## src/rtl/tohost_pkg.sv

```systemverilog
// Shared types and decode helper for the tohost monitor.
package tohost_pkg;

    typedef enum logic {
        RUN  = 1'b0,
        DONE = 1'b1
    } state_e;

    typedef enum logic [1:0] {
        EXIT = 2'd0,
        CHAR = 2'd1,
        NOP  = 2'd2
    } kind_e;

    localparam int EXIT_BIT = 0;
    localparam int CHAR_LSB = 1;
    localparam int CHAR_MSB = 8;

    // Callers zero-extend their XLEN-wide word to 64 bits.
    function automatic kind_e decode_kind(input logic [63:0] d);
        if (d[EXIT_BIT]) begin
            return EXIT;
        end else if (d == 64'd0) begin
            return NOP;
        end else begin
            return CHAR;
        end
    endfunction

endpackage

```

## src/rtl/tohost_fifo.sv

```systemverilog
// Byte-wide synchronous FIFO for console characters.
// Pointers carry one extra wrap bit so full and empty are distinguishable.
module tohost_fifo #(
    parameter int DEPTH = 8
) (
    input  logic       CLK,
    input  logic       RSTn,
    input  logic       push,
    input  logic [7:0] din,
    output logic       full,
    input  logic       pop,
    output logic [7:0] dout,
    output logic       empty
);
    import tohost_pkg::*;

    localparam int AW = $clog2(DEPTH);

    logic [AW:0] wr_ptr_q, wr_ptr_d;
    logic [AW:0] rd_ptr_q, rd_ptr_d;
    logic [7:0]  mem_q [DEPTH];
    logic        do_push;
    logic        do_pop;

    assign empty = (wr_ptr_q == rd_ptr_q);
    assign full  = (wr_ptr_q[AW] != rd_ptr_q[AW]) &&
                   (wr_ptr_q[AW-1:0] == rd_ptr_q[AW-1:0]);
    assign dout  = mem_q[rd_ptr_q[AW-1:0]];

    // A full FIFO refuses the push even if a pop frees a slot this cycle.
    assign do_push = push & ~full;
    assign do_pop  = pop & ~empty;

    always_comb begin
        wr_ptr_d = wr_ptr_q;
        rd_ptr_d = rd_ptr_q;
        if (do_push) wr_ptr_d = wr_ptr_q + 1'b1;
        if (do_pop)  rd_ptr_d = rd_ptr_q + 1'b1;
    end

    always_ff @(posedge CLK or negedge RSTn) begin
        if (!RSTn) begin
            wr_ptr_q <= '0;
            rd_ptr_q <= '0;
            for (int i = 0; i < DEPTH; i++) mem_q[i] <= 8'h00;
        end else begin
            wr_ptr_q <= wr_ptr_d;
            rd_ptr_q <= rd_ptr_d;
            if (do_push) mem_q[wr_ptr_q[AW-1:0]] <= din;
        end
    end

endmodule

```

## src/rtl/tohost_monitor.sv

```systemverilog
// Multi-channel tohost target: exit/console decode, console FIFO, watchdog.
// Define TOHOST_SIM_EN to print status/console text and end the simulation.
//
//   state | meaning
//   RUN   | accepting writes, cycle counter running, watchdog armed
//   DONE  | status frozen, all writes accepted and discarded, console drains
module tohost_monitor #(
    parameter int XLEN      = 32,
    parameter int NCH       = 2,
    parameter int CON_DEPTH = 8,
    parameter int TIMEOUT   = 1000000,
    parameter int CNT_W     = 32,
    localparam int CH_W     = (NCH > 1) ? $clog2(NCH) : 1
) (
    input  logic                CLK,
    input  logic                RSTn,
    input  logic [NCH-1:0]      ch_valid,
    output logic [NCH-1:0]      ch_ready,
    input  logic [NCH*XLEN-1:0] ch_data,
    output logic                con_valid,
    input  logic                con_ready,
    output logic [7:0]          con_data,
    output logic                done,
    output logic                pass,
    output logic                timeout,
    output logic [XLEN-2:0]     exit_code,
    output logic [CH_W-1:0]     exit_ch,
    output logic [CNT_W-1:0]    cycle_count
);
    import tohost_pkg::*;

    localparam bit             WD_EN   = (TIMEOUT > 0);
    localparam logic [CNT_W-1:0] WD_LAST = WD_EN ? CNT_W'(TIMEOUT - 1) : '0;

    state_e           state_q, state_d;
    logic             done_q, done_d;
    logic             pass_q, pass_d;
    logic             timeout_q, timeout_d;
    logic [XLEN-2:0]  exit_code_q, exit_code_d;
    logic [CH_W-1:0]  exit_ch_q, exit_ch_d;
    logic [CNT_W-1:0] cnt_q, cnt_d;

    logic             cand_vld;
    logic [CH_W-1:0]  cand_idx;
    logic [XLEN-1:0]  cand_data;
    kind_e            cand_kind;
    logic [NCH-1:0]   ready_c;
    logic             accept;
    logic             exit_acc;
    logic             expire;
    logic             fifo_push;
    logic             fifo_full;
    logic             fifo_empty;
    logic             fifo_pop;

    // Scan downward so the lowest-index requester ends up as the candidate.
    always_comb begin
        cand_vld  = 1'b0;
        cand_idx  = '0;
        cand_data = '0;
        for (int i = NCH - 1; i >= 0; i--) begin
            if (ch_valid[i]) begin
                cand_vld  = 1'b1;
                cand_idx  = CH_W'(i);
                cand_data = ch_data[i*XLEN +: XLEN];
            end
        end
    end

    assign cand_kind = decode_kind(64'(cand_data));

    always_comb begin
        ready_c = '0;
        if (state_q == DONE) begin
            ready_c = '1;
        end else if (cand_vld) begin
            ready_c[cand_idx] = (cand_kind == CHAR) ? ~fifo_full : 1'b1;
        end
    end

    assign accept    = (state_q == RUN) && cand_vld && ready_c[cand_idx];
    assign exit_acc  = accept && (cand_kind == EXIT);
    assign fifo_push = accept && (cand_kind == CHAR);
    assign expire    = WD_EN && (state_q == RUN) && (cnt_q == WD_LAST) && !exit_acc;

    always_comb begin
        state_d     = state_q;
        done_d      = done_q;
        pass_d      = pass_q;
        timeout_d   = timeout_q;
        exit_code_d = exit_code_q;
        exit_ch_d   = exit_ch_q;
        cnt_d       = cnt_q;
        if (state_q == RUN) begin
            cnt_d = (&cnt_q) ? cnt_q : cnt_q + 1'b1;
            if (exit_acc) begin
                state_d     = DONE;
                done_d      = 1'b1;
                pass_d      = (cand_data == XLEN'(1));
                exit_code_d = cand_data[XLEN-1:1];
                exit_ch_d   = cand_idx;
            end else if (expire) begin
                state_d   = DONE;
                done_d    = 1'b1;
                timeout_d = 1'b1;
            end
        end
    end

    always_ff @(posedge CLK or negedge RSTn) begin
        if (!RSTn) begin
            state_q     <= RUN;
            done_q      <= 1'b0;
            pass_q      <= 1'b0;
            timeout_q   <= 1'b0;
            exit_code_q <= '0;
            exit_ch_q   <= '0;
            cnt_q       <= '0;
        end else begin
            state_q     <= state_d;
            done_q      <= done_d;
            pass_q      <= pass_d;
            timeout_q   <= timeout_d;
            exit_code_q <= exit_code_d;
            exit_ch_q   <= exit_ch_d;
            cnt_q       <= cnt_d;
        end
    end

    assign fifo_pop = ~fifo_empty & con_ready;

    tohost_fifo #(
        .DEPTH (CON_DEPTH)
    ) u_fifo (
        .CLK   (CLK),
        .RSTn  (RSTn),
        .push  (fifo_push),
        .din   (cand_data[CHAR_MSB:CHAR_LSB]),
        .full  (fifo_full),
        .pop   (fifo_pop),
        .dout  (con_data),
        .empty (fifo_empty)
    );

    assign ch_ready    = ready_c;
    assign con_valid   = ~fifo_empty;
    assign done        = done_q;
    assign pass        = pass_q;
    assign timeout     = timeout_q;
    assign exit_code   = exit_code_q;
    assign exit_ch     = exit_ch_q;
    assign cycle_count = cnt_q;

`ifdef TOHOST_SIM_EN
    logic done_dly_q;

    always_ff @(posedge CLK or negedge RSTn) begin
        if (!RSTn) begin
            done_dly_q <= 1'b0;
        end else begin
            done_dly_q <= done_q;
            if (done_q && !done_dly_q) begin
                if (timeout_q)
                    $display("[TOHOST] [TIMEOUT] %0d cycles", cnt_q);
                else if (pass_q)
                    $display("[TOHOST] [PASS] ch %0d", exit_ch_q);
                else
                    $display("[TOHOST] [FAIL] ch %0d code %0d", exit_ch_q, exit_code_q);
            end
            if (fifo_pop)
                $write("%c", con_data);
            if (done_q && done_dly_q && fifo_empty)
                $finish;
        end
    end
`endif

endmodule

```

## config.mk

```make
export PLATFORM = sky130hd
export DESIGN_NAME = tohost_monitor
export DESIGN_NICKNAME = d
export VERILOG_FILES = /design/src/rtl/tohost_pkg.sv /design/src/rtl/tohost_fifo.sv /design/src/rtl/tohost_monitor.sv
export SDC_FILE = /design/constraint.sdc
export NUM_CORES = 1
export LEC_CHECK = 0
export CAP_MARGIN = 20
export CORE_ASPECT_RATIO = 0.7
export CORE_MARGIN = 1
export CORE_UTILIZATION = 40
export DETAILED_ROUTE_END_ITERATION = 8
export DONT_BUFFER_PORTS = 1
export GPL_TIMING_DRIVEN = 0
export PLACE_DENSITY = 0.61
export SLEW_MARGIN = 25
export SYNTH_ARGS = -nofsm -noshare
export SYNTH_HDL_FRONTEND = slang
export SYNTH_SLANG_ARGS = --single-unit
```

## constraint.sdc

```tcl
create_clock -name CLK -period 3.2 [get_ports CLK]
set_clock_uncertainty 0.05 [all_clocks]
set_input_delay 0.64 -clock CLK [delete_from_list [all_inputs] [get_ports CLK]]
set_output_delay 0.64 -clock CLK [all_outputs]
set_load 0.01 [all_outputs]
```

# After elaboration in Yosys (flattened, before gate mapping)
# Cells that the tools add are included.
[word_totals]
output_inout_bits = 78
ff_bits = 140
[classes]
add_sub_neg = 3
bitwise = 11
reduce_logical = 18
order_cmp = 5
eq_ne = 6
mux = 25
[op_table]
columns = ["cell", "count"]
rows = [
  ["64-bit bitwise mux", 1],
  ["32-bit 2-to-1 mux", 2],
  ["32-bit by 1-bit adder with 32-bit output (second input constant)", 1],
  ["32-bit by 1-bit equality test with 1-bit output (second input constant)", 1],
  ["32-bit by 20-bit equality test with 1-bit output (second input constant)", 1],
  ["32-bit zero test", 1],
  ["32-bit AND reduction", 1],
  ["8-bit binary-select mux with 3-bit select", 1],
  ["8-bit demux with 3-bit select", 1],
  ["8-bit 2-to-1 mux", 3],
  ["1-bit 2-to-1 mux", 12],
  ["1-bit logical AND", 9],
  ["4-bit by 1-bit adder with 4-bit output (second input constant)", 2],
  ["4-bit >= comparator (second input constant)", 2],
  ["2-bit 2-to-1 mux", 4],
  ["3-bit inverter with 4-bit output", 2],
  ["2-bit AND reduction", 3],
  ["1-bit inverter", 5],
  ["4-bit equality test", 1],
  ["4-bit by 1-bit < comparator with 1-bit output (second input constant)", 1],
  ["1-bit bitwise AND", 3],
  ["3-bit equality test", 1],
  ["3-bit AND reduction", 1],
  ["2-bit bitwise AND", 1],
  ["8 further kinds", 8],
]

# Longest topological paths before layout
[depth]
depth_word = 19
ltp_mapped = 8

# Cells and area by module
# From an unflattened synthesis, not the netlist that was laid out.
[unflattened]
cells_unflattened = 571
area_unflattened_um2 = 6850.3
[modules_own_cells]
columns = ["mod", "instances", "cells_each", "area_each_um2"]
rows = [
  ["tohost_monitor", 1, 359, 3439.5],
  ["tohost_fifo", 1, 212, 3410.8],
]

# Least setup slack after synthesis
# OpenSTA, ideal clock, no wires.
[synth_timing]
path_type = "input to output"
start = "input ch_data[36]"
end = "output ch_ready[0]"
stages = 6
setup_slack_ps = 394
arrival_ps = 2116
n_path_buf = 1
cell_sequence = "o41ai_1 nand4_1 a211o_1 buf_2 or2_2 a32oi_1"
[synth_between]
elab_chain_len = 10
[synth_rtl]
columns = ["item", "line", "source"]
rows = [
  ["start, declared", "tohost_monitor.sv:19", "input logic [NCH*XLEN-1:0] ch_data,"],
  ["32-bit 2-to-1 mux (2 in a row)", "tohost_monitor.sv:62", "if (ch_valid[i]) begin"],
  ["32-bit zero test", "tohost_pkg.sv:23", "end else if (d == 64'd0) begin"],
  ["2-bit 2-to-1 mux", "tohost_pkg.sv:23", ""],
  ["2-bit 2-to-1 mux", "tohost_pkg.sv:21", "if (d[EXIT_BIT]) begin"],
  ["2-bit by 1-bit equality test with 1-bit output", "tohost_monitor.sv:77", "ready_c[cand_idx] = (cand_kind == CHAR) ? ~fifo_full : 1'b1;"],
  ["1-bit 2-to-1 mux", "tohost_monitor.sv:77", ""],
  ["2-bit bitwise AND (no line)", "-", ""],
  ["2-bit 2-to-1 mux", "tohost_monitor.sv:76", "end else if (cand_vld) begin"],
  ["2-bit 2-to-1 mux", "tohost_monitor.sv:74", "if (state_q == DONE) begin"],
  ["end, declared", "tohost_monitor.sv:18", "output logic [NCH-1:0] ch_ready,"],
]
# Every way passes these cells.

# Worst setup path after layout
[layout_timing]
start = "input ch_valid[0]"
end = "output ch_ready[1]"
[layout_between]
elab_chain_len = 9
word_cells_on_any_way = 16
classes_between = "order compare (2); eq/ne (1); mux (10); bitwise (1); reduce/logical (2)"
[layout_rtl]
columns = ["item", "line", "source"]
rows = [
  ["start, declared", "tohost_monitor.sv:17", "input logic [NCH-1:0] ch_valid,"],
  ["32-bit 2-to-1 mux", "tohost_monitor.sv:62", ""],
  ["32-bit zero test", "tohost_pkg.sv:23", ""],
  ["2-bit 2-to-1 mux", "tohost_pkg.sv:23", ""],
  ["2-bit 2-to-1 mux", "tohost_pkg.sv:21", ""],
  ["2-bit by 1-bit equality test with 1-bit output", "tohost_monitor.sv:77", ""],
  ["1-bit 2-to-1 mux", "tohost_monitor.sv:77", ""],
  ["2-bit bitwise AND (no line)", "-", ""],
  ["2-bit 2-to-1 mux (*)", "tohost_monitor.sv:76", ""],
  ["2-bit 2-to-1 mux (*)", "tohost_monitor.sv:74", ""],
]
# Mark *: on every way between the ends. The rest lies on a longest branch, timed or not.

==> qor.yml <==
outcome:
  status: "finished with violations"
  violations: "hold timing"
sta:
  worst_slew_pin_slew_ps: 778
  layout_setup_ws_ps: 117
  slew_headroom: 0.478
  timing_max_transition_violations_final: 0
  clock.fmax_mhz: 324
  tns_ps: 0
  rsz0062_at_grt: "no"
  setup_viol: 0
  fin_crit_sh: 0.964
  post-route-min-period_ps: 3080
  hold_viol: 140
  holdWs_ps: -139
cells_and_area:
  antennaDiodeCount: 0
  syn_to_final_growth_pct: 13.0
  fin_util: 0.465
  finalInstanceArea_mm2: 0.00802
  drive_gt1_frac: 0.117
  nNetsFinal: 821
grt:
  grtUsageTotal: 0.239
  grt_pass1_vias: 5907
  antenna_found_initial: 0
  grt_pass1_wl_um: 33300
  grt_max_degree: 141
  grt_overflow: 0
synth:
  avgSynthCellArea_um2: 9.73
  synth_cells: 730
  ys_types: 55
  synth_area_leaders: "dfrtp_1 (49%), nor2_1 (7.7%), a22oi_1 (6.8%)"
  synth_fp_nets: 802
  synth-edff-count: 0
  ys_seq_area_frac: 0.493
  ys.warnings.count: 0
  synth_top_area_frac: 0.493
  ys_ff_latch: 140
  synth_flop_cell: "dfrtp_1"
  synth_area_mm2: 0.00710
  async_flop_share: 1.00
  yosysTopAreaCell: "dfrtp_1"
floorplanning:
  ioPinCount: 147
  dieArea_mm2: 0.0183
  die-width_um: 161
  core-area_mm2: 0.0173
  die_h_um: 113
  start_util: 0.411
  num_rows: 40
setup_path:
  crit_arrival_ps: 2390
  cp-start-kind: "input port"
  r2r-end: "u_fifo.mem_q[25]"
  rrSetupSlack_ps: 770
  cpMostUsedCell: "buf_2"
  path_max_fanout: 10
  crit_slowest_cell: "a32oi_1"
  cp_slowest_stage_delay_ps: 350
  reg2regPathDepth: 7
  end_kind: "output port"
  crit_chain: "buf_2, inv_1, nand4_1, a211o_1, buf_2, or2_2, a32oi_1"
  timing.rr.start: "state_q"
  worst-setup-path-type: "input port to output port"
  crit_required_ps: 2510
drt:
  via_per_inst: 5.90
  wl_per_cell_um: 20.9
  ant_nets: 0
  drc: 0
  drt-initial-drc-count: 535
  dr.pass1.iters: 5
  wirelength_um: 20800
  num_vias: 5859
cts:
  tritoncts: "done"
  clockRootBuffer: "clkbuf_16"
  insertion_delay_ps: 420
  clock_path_buffers: 2
  htreeDepth: 4
  numCtsBuffers: 17
  cts_sinks: 140
  postCtsSetupRepairBufs: 0
  clkTransAtPathRegs_ps: 60
placement:
  dp_hpwl_um: 14900
  dp_slack_ps: 140
  place_area_mm2: 0.00739
  numPortBuffers: 0
  place_congestion: 0.884
power:
  leakage_uw: 0.00365
  p_per_area_mw_per_mm2: 892
  ir_drop_mv: 0.457
  total_power_uw: 7160
hold_path:
  hold_class: "input port to async pin"
job:
  maxCapViolCount: 0
-- worst max-delay path by stage --
stage                  startpoint          end  cells past startpoint
3_5_place_dp          ch_valid[0]  ch_ready[1]                      7
5_1_grt        u_fifo.rd_ptr_q[0]  con_data[6]                      4
2_1_floorplan         ch_data[36]  ch_ready[0]                      6
3_3_place_gp          ch_valid[0]  ch_ready[1]                      7
4_1_cts        u_fifo.rd_ptr_q[1]  con_data[4]                      4
6_report              ch_valid[0]  ch_ready[1]                      7
-- Yosys cell counts, types with 3 or more instances --
master,count
a21oi_1,3
a221oi_1,23
a22o_1,7
a22oi_1,64
and3_1,4
and4_1,3
buf_1,7
buf_2,17
buf_4,3
clkbuf_1,20
dfrtp_1,140
ha_1,3
inv_1,69
mux2_2,3
mux4_2,16
nand2_1,30
nand3_1,15
nand3b_1,4
nand4_1,14
nor2_1,146
nor3_1,18
nor4_1,20
o21ai_0,11
o21ai_1,3
o21ai_2,8
or3_1,4
xnor2_1,16
xor2_1,23
-- per-stage QoR --
step	instances	hold slack, ps
global placement	961	298
global route	993	-162
floorplan	730	294
detailed placement	961	297
finish	993	-139
CTS	993	-154
-- critical path, delay by kind of cell --
kind | cells | cell delay, ps
AO/OA/AOI/OAI | 2 | 660
buffers and inverters | 3 | 600
AND/OR/NAND/NOR | 2 | 490
-- cell families after synthesis --
logic type,Yosys count,synth area share
xor gates and xnor gates,39,0.0481
and+or+nand+nor,280,0.189
AOI/OAI and AO/OA,132,0.141
buffers and inverters,116,0.0659
muxes,20,0.0571
DFF,140,0.493
adders and majority gates,3,0.00529
-- routing by layer --
layer / global-route usage / wire (um)
met1: 0.340 / 9330
met4: 0.0786 / 300
met5: 0 / 0
met2: 0.353 / 9260
met3: 0.0651 / 1880
-- registers in the layout, indices dropped and copies added (netlist names) --
register         flops
cycle_count         32
done                 1
exit_ch              1
exit_code           31
pass                 1
state_q              1
timeout              1
u_fifo.mem_q        64
u_fifo.rd_ptr_q      4
u_fifo.wr_ptr_q      4
-- power by group --
part / total, uW / leakage (uW) / switching [uW] / internal [uW]
logic: 2130 / 0.00175 / 1220 / 909
registers: 2930 / 0.00159 / 514 / 2410
clock network: 2100 / 0.000304 / 774 / 1330
-- cell type report --
cell class | instances | area, um2
inverters | 69 | 259
flip-flops and latches | 140 | 3500
clock inverters | 10 | 136
plain buffers | 47 | 210
fillers | 1623 | 9240
multi-input cells | 474 | 3130
clock buffers | 22 | 494
well taps | 231 | 289
-- placed cells by master, fill, tap and decap left out, drive strengths merged, types with 3 or more instances in the layout --
cell type,count
a221oi,23
inv,69
nor2,146
a22oi,64
xnor2,16
nor3,18
mux4,16
nand3,15
ha,3
nand2,30
buf,26
clkbuf,43
and4,3
xor2,23
clkinv,4
a22o,7
mux2,4
nor4,22
nand4,15
bufinv,3
and2,3
or3,4
dfrtp,140
a21oi,3
nand3b,4
clkinvlp,3
and3,4
o21ai,22
-- repair_timing --
| item | in CTS | in global routing |
|---|---|---|
| gates resized for setup | 0 | 2 |
| endpoints found under the hold margin | 140 | 140 |
| setup endpoints to repair | 0 | 8 |
Power figures use the tool's default switching activity.
